File: config.mk
export PLATFORM = sky130hd
export DESIGN_NAME = sevseg_ctrl
export DESIGN_NICKNAME = d
export VERILOG_FILES = /design/src/rtl/lab_pkg.sv /design/src/rtl/sevseg_rr_arb.sv /design/src/rtl/sevseg_ctrl.sv
export SDC_FILE = /design/constraint.sdc
export NUM_CORES = 1
export LEC_CHECK = 0
export ABC_AREA = 1
export BUFFER_PORTS_ARGS = -buffer_cell sky130_fd_sc_hd__buf_2
export CAP_MARGIN = 20
export CELL_PAD_IN_SITES_DETAIL_PLACEMENT = 1
export CELL_PAD_IN_SITES_GLOBAL_PLACEMENT = 1
export CORE_AREA = 2 2 80 97
export DETAILED_ROUTE_END_ITERATION = 12
export DIE_AREA = 0 0 82 99
export GPL_ROUTABILITY_DRIVEN = 0
export HOLD_SLACK_MARGIN = 0.06
export PLACE_DENSITY = 0.89
export SLEW_MARGIN = 20
export SYNTH_ARGS = -nofsm -noshare
export SYNTH_HDL_FRONTEND = slang
export SYNTH_SLANG_ARGS = --single-unit
File: constraint.sdc
create_clock -name clk -period 4.2 [get_ports clk]
set_input_delay 0.63 -clock clk [delete_from_list [all_inputs] [get_ports clk]]
set_output_delay 0.63 -clock clk [all_outputs]
set_load 0.02 [all_outputs]
File: src/rtl/lab_pkg.sv
// Shared types, display code constants and code helpers for the seven-segment controller.
// Latency: n/a (types and pure functions only).
// Backpressure: n/a.
package lab_pkg;

  // Command opcodes carried on req_op.
  typedef enum logic [1:0] {
    WR_DIGIT  = 2'd0,
    WR_HEX    = 2'd1,
    CLEAR     = 2'd2,
    SET_BLINK = 2'd3
  } sevseg_op_t;

  // Controller FSM: single-cycle commands complete in IDLE, multi-digit writes run in SWEEP.
  typedef enum logic {
    ST_IDLE  = 1'b0,
    ST_SWEEP = 1'b1
  } sevseg_state_t;

  // Codes 0..15 are hex glyphs, 16 is blank, 17 is a single line; anything above is invalid.
  localparam logic [4:0] SEVSEG_MAX_CODE    = 5'd17;
  localparam logic [4:0] SEVSEG_BLANK_INDEX = 5'd16;
  localparam logic [4:0] SEVSEG_LINE_INDEX  = 5'd17;

  // Out-of-range codes are shown as blank rather than decoding to garbage.
  function automatic logic [4:0] sevseg_sat_code(input logic [4:0] code);
    return (code > SEVSEG_MAX_CODE) ? SEVSEG_BLANK_INDEX : code;
  endfunction

  // Code for digit k of a hex value with leading-zero blanking; digit 0 is never blanked.
  function automatic logic [4:0] sevseg_hex_code(input logic [15:0] val, input int k);
    logic [15:0] upper;
    upper = val >> (4 * k);
    if (k != 0 && upper == 16'd0) begin
      return SEVSEG_BLANK_INDEX;
    end
    return {1'b0, upper[3:0]};
  endfunction

endpackage

File: src/rtl/sevseg_rr_arb.sv
// Two-way round-robin arbiter; the last-grant pointer moves only when a grant is issued.
// Latency: grant is combinational from valid; pointer updates on the accepting edge.
// Backpressure: en_i low withholds every grant, so requesters simply hold their valid.
module sevseg_rr_arb (
  input  logic       clk,
  input  logic       rst_n,
  input  logic       en_i,
  input  logic [1:0] req_vld_i,
  output logic [1:0] gnt_o
);

  logic last_q;
  logic last_d;

  // Grant the lone requester, or on a tie the one that was not served last.
  always_comb begin
    gnt_o  = 2'b00;
    last_d = last_q;
    if (en_i) begin
      unique case (req_vld_i)
        2'b01:   gnt_o = 2'b01;
        2'b10:   gnt_o = 2'b10;
        2'b11:   gnt_o = last_q ? 2'b01 : 2'b10;
        default: gnt_o = 2'b00;
      endcase
    end
    if (gnt_o[1]) begin
      last_d = 1'b1;
    end else if (gnt_o[0]) begin
      last_d = 1'b0;
    end
  end

  // Last-grant pointer resets to requester 1 so requester 0 wins the first tie.
  always_ff @(posedge clk or negedge rst_n) begin
    if (!rst_n) begin
      last_q <= 1'b1;
    end else begin
      last_q <= last_d;
    end
  end

endmodule

File: src/rtl/sevseg_ctrl.sv
// Two-requester command front end holding per-digit display codes; optional blink via SEVSEG_BLINK_EN.
// Latency: single-digit/blink writes land the cycle after accept; hex and clear sweep one digit per cycle.
// Backpressure: req_ready drops for the whole sweep; held commands are taken in the first idle cycle.
module sevseg_ctrl
  import lab_pkg::*;
#(
  parameter int NUM_DIGITS = 6,
  parameter int BLINK_DIV  = 25_000_000
) (
  input  logic                       clk,
  input  logic                       rst_n,
  input  logic [1:0]                 req_valid,
  output logic [1:0]                 req_ready,
  input  logic [1:0][1:0]            req_op,
  input  logic [1:0][2:0]            req_idx,
  input  logic [1:0][15:0]           req_data,
  output logic [NUM_DIGITS-1:0][4:0] digit_code,
  output logic                       busy
);

  // The 3-bit index covers at most 8 digits, and a hex sweep needs at least 4.
  if (NUM_DIGITS < 4 || NUM_DIGITS > 8) begin : g_bad_num_digits
    $error("sevseg_ctrl: NUM_DIGITS must be in 4..8");
  end
  if (BLINK_DIV < 1) begin : g_bad_blink_div
    $error("sevseg_ctrl: BLINK_DIV must be at least 1");
  end

  localparam int CNT_W = $clog2(NUM_DIGITS);

  sevseg_state_t             state_q, state_d;
  logic [CNT_W-1:0]          cnt_q, cnt_d;
  logic                      clr_q, clr_d;
  logic [15:0]               hex_q, hex_d;
  logic [NUM_DIGITS-1:0][4:0] digit_q, digit_d;

  logic [1:0]       gnt;
  logic             acc;
  logic             sel;
  sevseg_op_t       cmd_op;
  logic [2:0]       cmd_idx;
  logic [15:0]      cmd_data;
  logic [CNT_W-1:0] sweep_last;

`ifdef SEVSEG_BLINK_EN
  localparam int BCNT_W = (BLINK_DIV > 1) ? $clog2(BLINK_DIV) : 1;

  logic [BCNT_W-1:0]     bcnt_q;
  logic                  phase_q;
  logic [NUM_DIGITS-1:0] mask_q, mask_d;
`endif

  sevseg_rr_arb u_arb (
    .clk       (clk),
    .rst_n     (rst_n),
    .en_i      ((state_q == ST_IDLE) && rst_n),
    .req_vld_i (req_valid),
    .gnt_o     (gnt)
  );

  // Grant is one-hot, so the selected requester is simply whether requester 1 won.
  assign req_ready  = gnt;
  assign acc        = |gnt;
  assign sel        = gnt[1];
  assign cmd_op     = sevseg_op_t'(req_op[sel]);
  assign cmd_idx    = req_idx[sel];
  assign cmd_data   = req_data[sel];
  assign busy       = (state_q == ST_SWEEP);
  assign sweep_last = clr_q ? CNT_W'(NUM_DIGITS - 1) : CNT_W'(3);

  // Command decode in IDLE and one digit write per cycle while sweeping.
  always_comb begin
    state_d = state_q;
    cnt_d   = cnt_q;
    clr_d   = clr_q;
    hex_d   = hex_q;
    digit_d = digit_q;
`ifdef SEVSEG_BLINK_EN
    mask_d  = mask_q;
`endif
    unique case (state_q)
      ST_IDLE: begin
        if (acc) begin
          unique case (cmd_op)
            WR_DIGIT: begin
              // Indices past the last digit match no k and are silently dropped.
              for (int k = 0; k < NUM_DIGITS; k++) begin
                if (cmd_idx == 3'(k)) begin
                  digit_d[k] = sevseg_sat_code(cmd_data[4:0]);
                end
              end
            end
            WR_HEX: begin
              hex_d   = cmd_data;
              clr_d   = 1'b0;
              cnt_d   = '0;
              state_d = ST_SWEEP;
            end
            CLEAR: begin
              clr_d   = 1'b1;
              cnt_d   = '0;
              state_d = ST_SWEEP;
`ifdef SEVSEG_BLINK_EN
              mask_d  = '0;
`endif
            end
            SET_BLINK: begin
`ifdef SEVSEG_BLINK_EN
              mask_d = cmd_data[NUM_DIGITS-1:0];
`endif
            end
            default: begin
            end
          endcase
        end
      end
      ST_SWEEP: begin
        for (int k = 0; k < NUM_DIGITS; k++) begin
          if (cnt_q == CNT_W'(k)) begin
            digit_d[k] = clr_q ? SEVSEG_BLANK_INDEX : sevseg_hex_code(hex_q, k);
          end
        end
        if (cnt_q == sweep_last) begin
          state_d = ST_IDLE;
        end else begin
          cnt_d = cnt_q + 1'b1;
        end
      end
      default: state_d = ST_IDLE;
    endcase
  end

  // Controller state and stored digit codes; reset blanks every digit and aborts any sweep.
  always_ff @(posedge clk or negedge rst_n) begin
    if (!rst_n) begin
      state_q <= ST_IDLE;
      cnt_q   <= '0;
      clr_q   <= 1'b0;
      hex_q   <= '0;
      for (int k = 0; k < NUM_DIGITS; k++) begin
        digit_q[k] <= SEVSEG_BLANK_INDEX;
      end
    end else begin
      state_q <= state_d;
      cnt_q   <= cnt_d;
      clr_q   <= clr_d;
      hex_q   <= hex_d;
      digit_q <= digit_d;
    end
  end

`ifdef SEVSEG_BLINK_EN
  // Free-running blink timebase and the per-digit blink mask.
  always_ff @(posedge clk or negedge rst_n) begin
    if (!rst_n) begin
      bcnt_q  <= '0;
      phase_q <= 1'b0;
      mask_q  <= '0;
    end else begin
      mask_q <= mask_d;
      if (bcnt_q == BCNT_W'(BLINK_DIV - 1)) begin
        bcnt_q  <= '0;
        phase_q <= ~phase_q;
      end else begin
        bcnt_q <= bcnt_q + 1'b1;
      end
    end
  end

  // Blinked digits show blank in phase 1 without disturbing the stored code.
  always_comb begin
    for (int k = 0; k < NUM_DIGITS; k++) begin
      digit_code[k] = (phase_q && mask_q[k]) ? SEVSEG_BLANK_INDEX : digit_q[k];
    end
  end
`else
  assign digit_code = digit_q;
`endif

endmodule

==> results of run 1 <==
## per-layer routing
metal  global-route usage  up-vias
li1                     -     1317
met1                0.263     1233
met2                0.365       56
met3               0.0201       14
met4               0.0667        0
met5                    0        -
## area by class of cell
type	count	area, µm²	share of cell area
repair buffers	80	405	0.118
inverters	32	121	0.0353
clock inverters	3	27.5	0.00800
clock buffers	5	68.8	0.0200
well taps	90	113	0.0327
multi-input cells	275	1400	0.405
flip-flops and latches	52	1310	0.381
## cell usage after synthesis, drive strengths merged
| library cell | count |
|---|---|
| or2 | 2 |
| o21ai | 32 |
| mux2 | 1 |
| inv | 31 |
| a21oi | 5 |
| nor2 | 38 |
| dfrtp | 45 |
| clkinv | 1 |
| nand4 | 1 |
| clkbuf | 1 |
| nand3 | 19 |
| o31ai | 11 |
| nand3b | 4 |
| nand2 | 152 |
| nor3 | 1 |
| ha | 8 |
| o22ai | 1 |
| buf | 8 |
| dfstp | 7 |
## worst max-delay path by stage
stage | start | to | slack, ps | cells past startpoint
3_5_place_dp | req_valid[1] | digit_code[26] | 1140 | 17
3_3_place_gp | rst_n | hex_q[4] | 1380 | 12
4_1_cts | busy | digit_code[22] | 1160 | 13
5_1_grt | busy | digit_code[25] | 920 | 15
2_1_floorplan | rst_n | digit_code[25] | 1720 | 16
6_report | busy | digit_code[26] | 1210 | 15
## stage by stage
stage               setup slack, ps   util  instances
finish                         1210  0.481        537
global route                    923  0.481        537
CTS                            1160  0.481        537
detailed placement             1140  0.468        529
global placement               1380  0.468        529
floorplan                      1720      -        368
## cells by family after synthesis
logic type	count (synthesis)	share of synthesized area
AND/OR/NAND/NOR	217	0.340
flip-flops	52	0.455
AO/OA/AOI/OAI	49	0.106
buffers and inverters	41	0.0604
adder cells (fa/ha/maj)	8	0.0348
multiplexers	1	0.00391
## cell usage in the layout (no fill, tap or decap), drive strengths merged, types with 4 or more instances in the layout
cell and n:
ha 8, dfrtp 45, clkbuf 5, nand3 19, nand3b 4, a21oi 5
nand2 152, o21ai 32, nor2 38, dfstp 7, buf 80, inv 32
o31ai 11
## worst max-delay path: cells and delay by family (launching register included)
| kind | cells | cell delay (ps) |
|---|---|---|
| DFF | 1 | 760 |
| buffers and inverters | 3 | 330 |
| AOI/OAI and AO/OA | 2 | 230 |
| adders and majority gates | 1 | 230 |
| and+or+nand+nor | 9 | 1310 |
## where the power goes
part	switching (mW)	internal, mW	leakage [nW]	total (mW)
Clock	0.190	0.123	0.0463	0.313
Combinational	0.759	0.370	1.22	1.13
Sequential	0.179	0.753	0.653	0.932
## flip-flops by register name, indices dropped and copies added (netlist names)
signal        count
u_arb.last_q      1
clr_q             1
digit_code       30
hex_q            16
busy              1
cnt_q             3
==> metrics.yaml, run 1 <==
global_routing:
  antenna_violations_before_repair: 0
  groute.usage.overall: 0.208
  pin_count_of_the_biggest_net_entering_global_routing: 53
  number_of_global_route_vias_before_repair: 2744
  first_pass_grt_wire_length_um: 13100
  overall_overflow_remaining_after_global_route: 0
detailed_routing:
  wirelength_um: 7950
  routed.top_layer: "met4"
  detail_route.iter0.violations: 154
  drt-pass1-iter-count: 4
  detail-route-antenna-nets: 0
  wirelength_met1_um: 3540
  drc: 0
  detailroute.via_count: 2620
  wl_per_cell_um: 14.8
  detail_routed_via_count_per_cell: 4.88
  routed-wl-met2_um: 4040
  detailroute.wirelength.met3_um: 250
floorplanning:
  io-pin-count: 79
  core.rowCount: 34
  dieWidth_um: 82
  fp.dieH_um: 99
  core_um2: 7150
  floorplan.die_area_um2: 8120
  initial_utilization: 0.403
clocking:
  buffers_from_clock_root_to_sink_at_most: 2
  cts_buffers: 5
  worst_skew_pair.late_latency_ps: 320
  clock_tree.root_cell: "sky130_fd_sc_hd__clkbuf_8"
  clkSlewWorstSetupHoldPaths_ps: 110
  post_cts.resized_instances: 0
  postCtsHoldBufs: 0
  clkSinkCount: 52
  cts.repair_timing.setup_buffer_count: 0
  cts_tree: "done"
  htree_levels: 2
power:
  total_power_mw: 2.37
  p_leak_nw: 1.91
  power_density_nw_per_um2: 690
  power.ir.vdd_worst_mv: 0.298
setup_path:
  critical_path_required_ps: 4410
  r2r_cells: 15
  startpoint_type: "register"
  r2r-start: "busy"
  cpMaxStageDelayCell: "sky130_fd_sc_hd__dfrtp_1"
  r2r_end: "digit_code[26]"
  setup.worst_path.end_class: "register"
  path_cells: "nor2_4 -> nand2_4 -> inv_2 -> or2_2 -> o21ai_0 -> ha_1 -> inv_1 -> nand2_1 -> nand2_2 -> clkinv_2 -> nand2_1 -> nor2_2 -> nand2_2 -> nand2_1 -> o21ai_1"
  worstSetupPathType: "reg2reg"
  worst-r2r-setup-slack_ps: 1210
  cp.arrival_ps: 3200
  stage_delay_of_the_slowest_cell_on_the_critical_path_ps: 760
  cpMostUsedCell: "sky130_fd_sc_hd__nand2_1"
  worstPathMaxFanout: 24
synthesis:
  synth_top_area_share: 0.391
  gate_count_after_technology_mapping: 368
  synth_largest_area_cell: "sky130_fd_sc_hd__dfrtp_1"
  synth_area_leaders: "sky130_fd_sc_hd__dfrtp_1, sky130_fd_sc_hd__nand2_1, sky130_fd_sc_hd__dfstp_2, sky130_fd_sc_hd__nor2_1, sky130_fd_sc_hd__ha_1"
  synth_cell_types: 31
  yosys_register_bits: 52
  netlist_area_um2: 2880
  syn-num-nets: 422
  synth_seq_area_share: 0.455
  yosys_warnings: 0
  synthesis.area_per_instance_um2: 7.82
timing:
  worst_slew_margin_rel: 0.550
  finalSetupViolations: 0
  grt_setup_unrepaired: "false"
  tightestPinTransition_ps: 675
  tns_ps: 0
  drv_slew: 0
  max_clock_freq_mhz: 334
  period_share: 0.712
  clock_skews_ps: 10.7
  timing.final.crit_period_ps: 2990
  finalHoldViolations: 0
  hold_slack_final_ps: 429
hold_path:
  worstHoldPathType: "in2async"
layout:
  num_antenna_cells: 0
  nNetsFinal: 500
  fillerInstances: 954
  layout-drive-gt1-share: 0.302
  finish.instance_area_um2: 3440
  post_synthesis_to_final_layout_area_growth_pct: 19.5
place:
  detailed_place.area_um2: 3340
  hpwlAfterDp_um: 6100
  port_buffers: 78
run:
  drv.max_cap_violation_count: 0
run_status:
  outcome: "finished, final reports clean"
No activity file was read; power rests on OpenSTA's default activity.
==> inputs of run 2 (changes only) <==
--- a/config.mk
+++ b/config.mk
@@ -10,12 +10,12 @@
 export CAP_MARGIN = 20
 export CELL_PAD_IN_SITES_DETAIL_PLACEMENT = 1
 export CELL_PAD_IN_SITES_GLOBAL_PLACEMENT = 1
-export CORE_AREA = 2 2 80 97
+export CORE_AREA = 2 2 88 106
 export DETAILED_ROUTE_END_ITERATION = 12
-export DIE_AREA = 0 0 82 99
+export DIE_AREA = 0 0 90 108
 export GPL_ROUTABILITY_DRIVEN = 0
 export HOLD_SLACK_MARGIN = 0.06
-export PLACE_DENSITY = 0.89
+export PLACE_DENSITY = 0.79
 export SLEW_MARGIN = 20
 export SYNTH_ARGS = -nofsm -noshare
 export SYNTH_HDL_FRONTEND = slang
==> constraint.sdc (replaced) <==
create_clock -name clk -period 2.7 [get_ports clk]
set_input_delay 0.405 -clock clk [delete_from_list [all_inputs] [get_ports clk]]
set_output_delay 0.405 -clock clk [all_outputs]
set_load 0.02 [all_outputs]
==> metrics.yaml, run 2 (synthesis gave the netlist of run 1 again) <==
place:
  port_buffers: 78  # unchanged
  hpwlAfterDp_um: 6500  # +6.6%
detailed_routing:
  detail_routed_via_count_per_cell: 4.78  # -2.0%
  wirelength_um: 8050  # +1.3%
  detailroute.via_count: 2716  # +3.7%
  wl_per_cell_um: 14.2  # -4.2%
  detail-route-antenna-nets: 0  # unchanged
  drc: 0  # unchanged
  detail_route.iter0.violations: 87  # -44%
  drt-pass1-iter-count: 4  # unchanged
floorplanning:
  dieWidth_um: 90  # +9.8%
  core.rowCount: 37  # +8.8%
  core_um2: 8610  # +20%
  initial_utilization: 0.334  # -0.0685
  fp.dieH_um: 108  # +9.1%
  io-pin-count: 79  # unchanged
  floorplan.die_area_um2: 9720  # +20%
layout:
  final_cell_mix: "sky130_fd_sc_hd__nand2_1, sky130_fd_sc_hd__buf_2, sky130_fd_sc_hd__dfrtp_1"
  nNetsFinal: 504  # +0.80%
  largest_register_ffs: 30  # unchanged
  mostFrequentLayoutCell: "sky130_fd_sc_hd__nand2_1"
  post_synthesis_to_final_layout_area_growth_pct: 21.6
  layout-drive-gt1-share: 0.308  # +0.00619
  fillerInstances: 1143  # +20%
  num_antenna_cells: 0  # unchanged
clocking:
  postCtsHoldBufs: 0  # unchanged
  cts_tree: "done"
  cts_buffers: 5  # unchanged
  htree_levels: 2  # unchanged
  cts.repair_timing.setup_buffer_count: 0  # unchanged
  buffers_from_clock_root_to_sink_at_most: 2  # unchanged
  clkSinkCount: 52  # unchanged
  post_cts.resized_instances: 0  # unchanged
  worst_skew_pair.late_latency_ps: 310  # about the same
  clkSlewWorstSetupHoldPaths_ps: 100  # about the same
  clock_tree.root_cell: "sky130_fd_sc_hd__clkbuf_8"
global_routing:
  overall_overflow_remaining_after_global_route: 0  # unchanged
  pin_count_of_the_biggest_net_entering_global_routing: 53  # unchanged
  globalRouteMet1Util: 0.212  # -0.0508
  top_usage_layer: "met2"
  global_route_met3_utilization: 0.0251  # +0.00494
  groute.usage.overall: 0.174  # -0.0337
  number_of_global_route_vias_before_repair: 2845  # +3.7%
  gr-usage-met2: 0.320  # -0.0457
  antenna_violations_before_repair: 0  # unchanged
  first_pass_grt_wire_length_um: 13700  # +4.6%
timing:
  finalHoldViolations: 0  # unchanged
  clock_skews_ps: 5.96  # -4.70 ps
  period_share: 0.889  # +0.176
  worst_slew_margin_rel: 0.559  # +0.00853
  timing.final.crit_period_ps: 2400  # -592 ps
  grt_setup_unrepaired: "false"
  max_clock_freq_mhz: 417  # +25%
  tightestPinTransition_ps: 662  # -12.8 ps
  finalSetupViolations: 0  # unchanged
  drv_slew: 0  # unchanged
  tns_ps: 0  # unchanged
setup_path:
  setup.worst_path.end_class: "register"
  worstPathMaxFanout: 10  # -58%
  cpMaxStageDelayCell: "sky130_fd_sc_hd__dfstp_2"
  path_cells: "a21oi_4 -> nand2_4 -> inv_2 -> or2_2 -> o21ai_0 -> ha_1 -> inv_1 -> nand2_1 -> nand2_2 -> clkinv_2 -> nand2_1 -> nor2_2 -> nand2_2 -> nand2_1 -> o21ai_1"
  worst-r2r-setup-slack_ps: 300  # -910 ps
  startpoint_type: "register"
  crit_buf_inv: 3  # unchanged
  worst_path_dominant_cell_family: "simple AND/OR/NAND/NOR gates"
  cp.arrival_ps: 2600  # -600 ps
  critical_path_required_ps: 2900  # -1510 ps
  worstSetupPathType: "reg2reg"
  cpMostUsedCell: "sky130_fd_sc_hd__nand2_1"
  stage_delay_of_the_slowest_cell_on_the_critical_path_ps: 570  # -190 ps
power:
  power_density_nw_per_um2: 1060  # +53%
  p_leak_nw: 1.94  # +1.1%
  total_power_mw: 3.70  # +56%
  power.ir.vdd_worst_mv: 0.292  # -1.8%
run:
  drv.max_cap_violation_count: 0  # unchanged
hold_path:
  worstHoldPathType: "in2async"
run_status:
  outcome: "finished, final reports clean"
run 2: layout make-up:
type,count,area [µm²],share of cell area
clock buffer,5,68.8,0.0197
inverter,32,121,0.0347
sequential,52,1310,0.374
timing repair buffer,84,435,0.124
multi-input combinational,275,1400,0.399
clock inverter,3,22.5,0.00644
tap,117,146,0.0418
run 2: final timing paths:
check,cells past startpoint,startpoint,endpoint
setup / recovery,15,u_arb.last_q,digit_code[25]
hold / removal,2,rst_n,busy
setup reg to reg,15,u_arb.last_q,digit_code[25]
hold reg to reg,2,digit_code[9],digit_code[9]
max in group asynchronous,2,rst_n,digit_code[0]
min in group clk,3,req_data[8],hex_q[8]
run 2: where the power goes:
| group | internal (mW) | leakage, nW | total (mW) | switching (mW) |
|---|---|---|---|---|
| combinational | 0.599 | 1.23 | 1.81 | 1.21 |
| clock | 0.187 | 0.0485 | 0.468 | 0.282 |
| sequential | 1.17 | 0.653 | 1.42 | 0.249 |
| total | 1.96 | 1.94 | 3.70 | 1.74 |
run 2: per-layer routing:
metal,vias up,share of wire
li1,1329,-
met1,1314,0.44
met2,60,0.51
met3,13,0.032
met4,0,0.019
met5,-,0
run 2: metrics by stage:
| step | utilization | instances | worst slack [ps] | cell area [µm²] | hold WS, ps |
|---|---|---|---|---|---|
| 6_report | 0.406 | 568 | 301 | 3500 | 213 |
| 2_1_floorplan | - | 368 | 317 | 2880 | 109 |
| 3_5_place_dp | 0.396 | 560 | 241 | 3410 | 464 |
| 5_1_grt | 0.406 | 568 | 62.7 | 3500 | 267 |
| 3_3_place_gp | 0.396 | 560 | 442 | 3410 | 462 |
| 4_1_cts | 0.406 | 568 | 279 | 3500 | 251 |
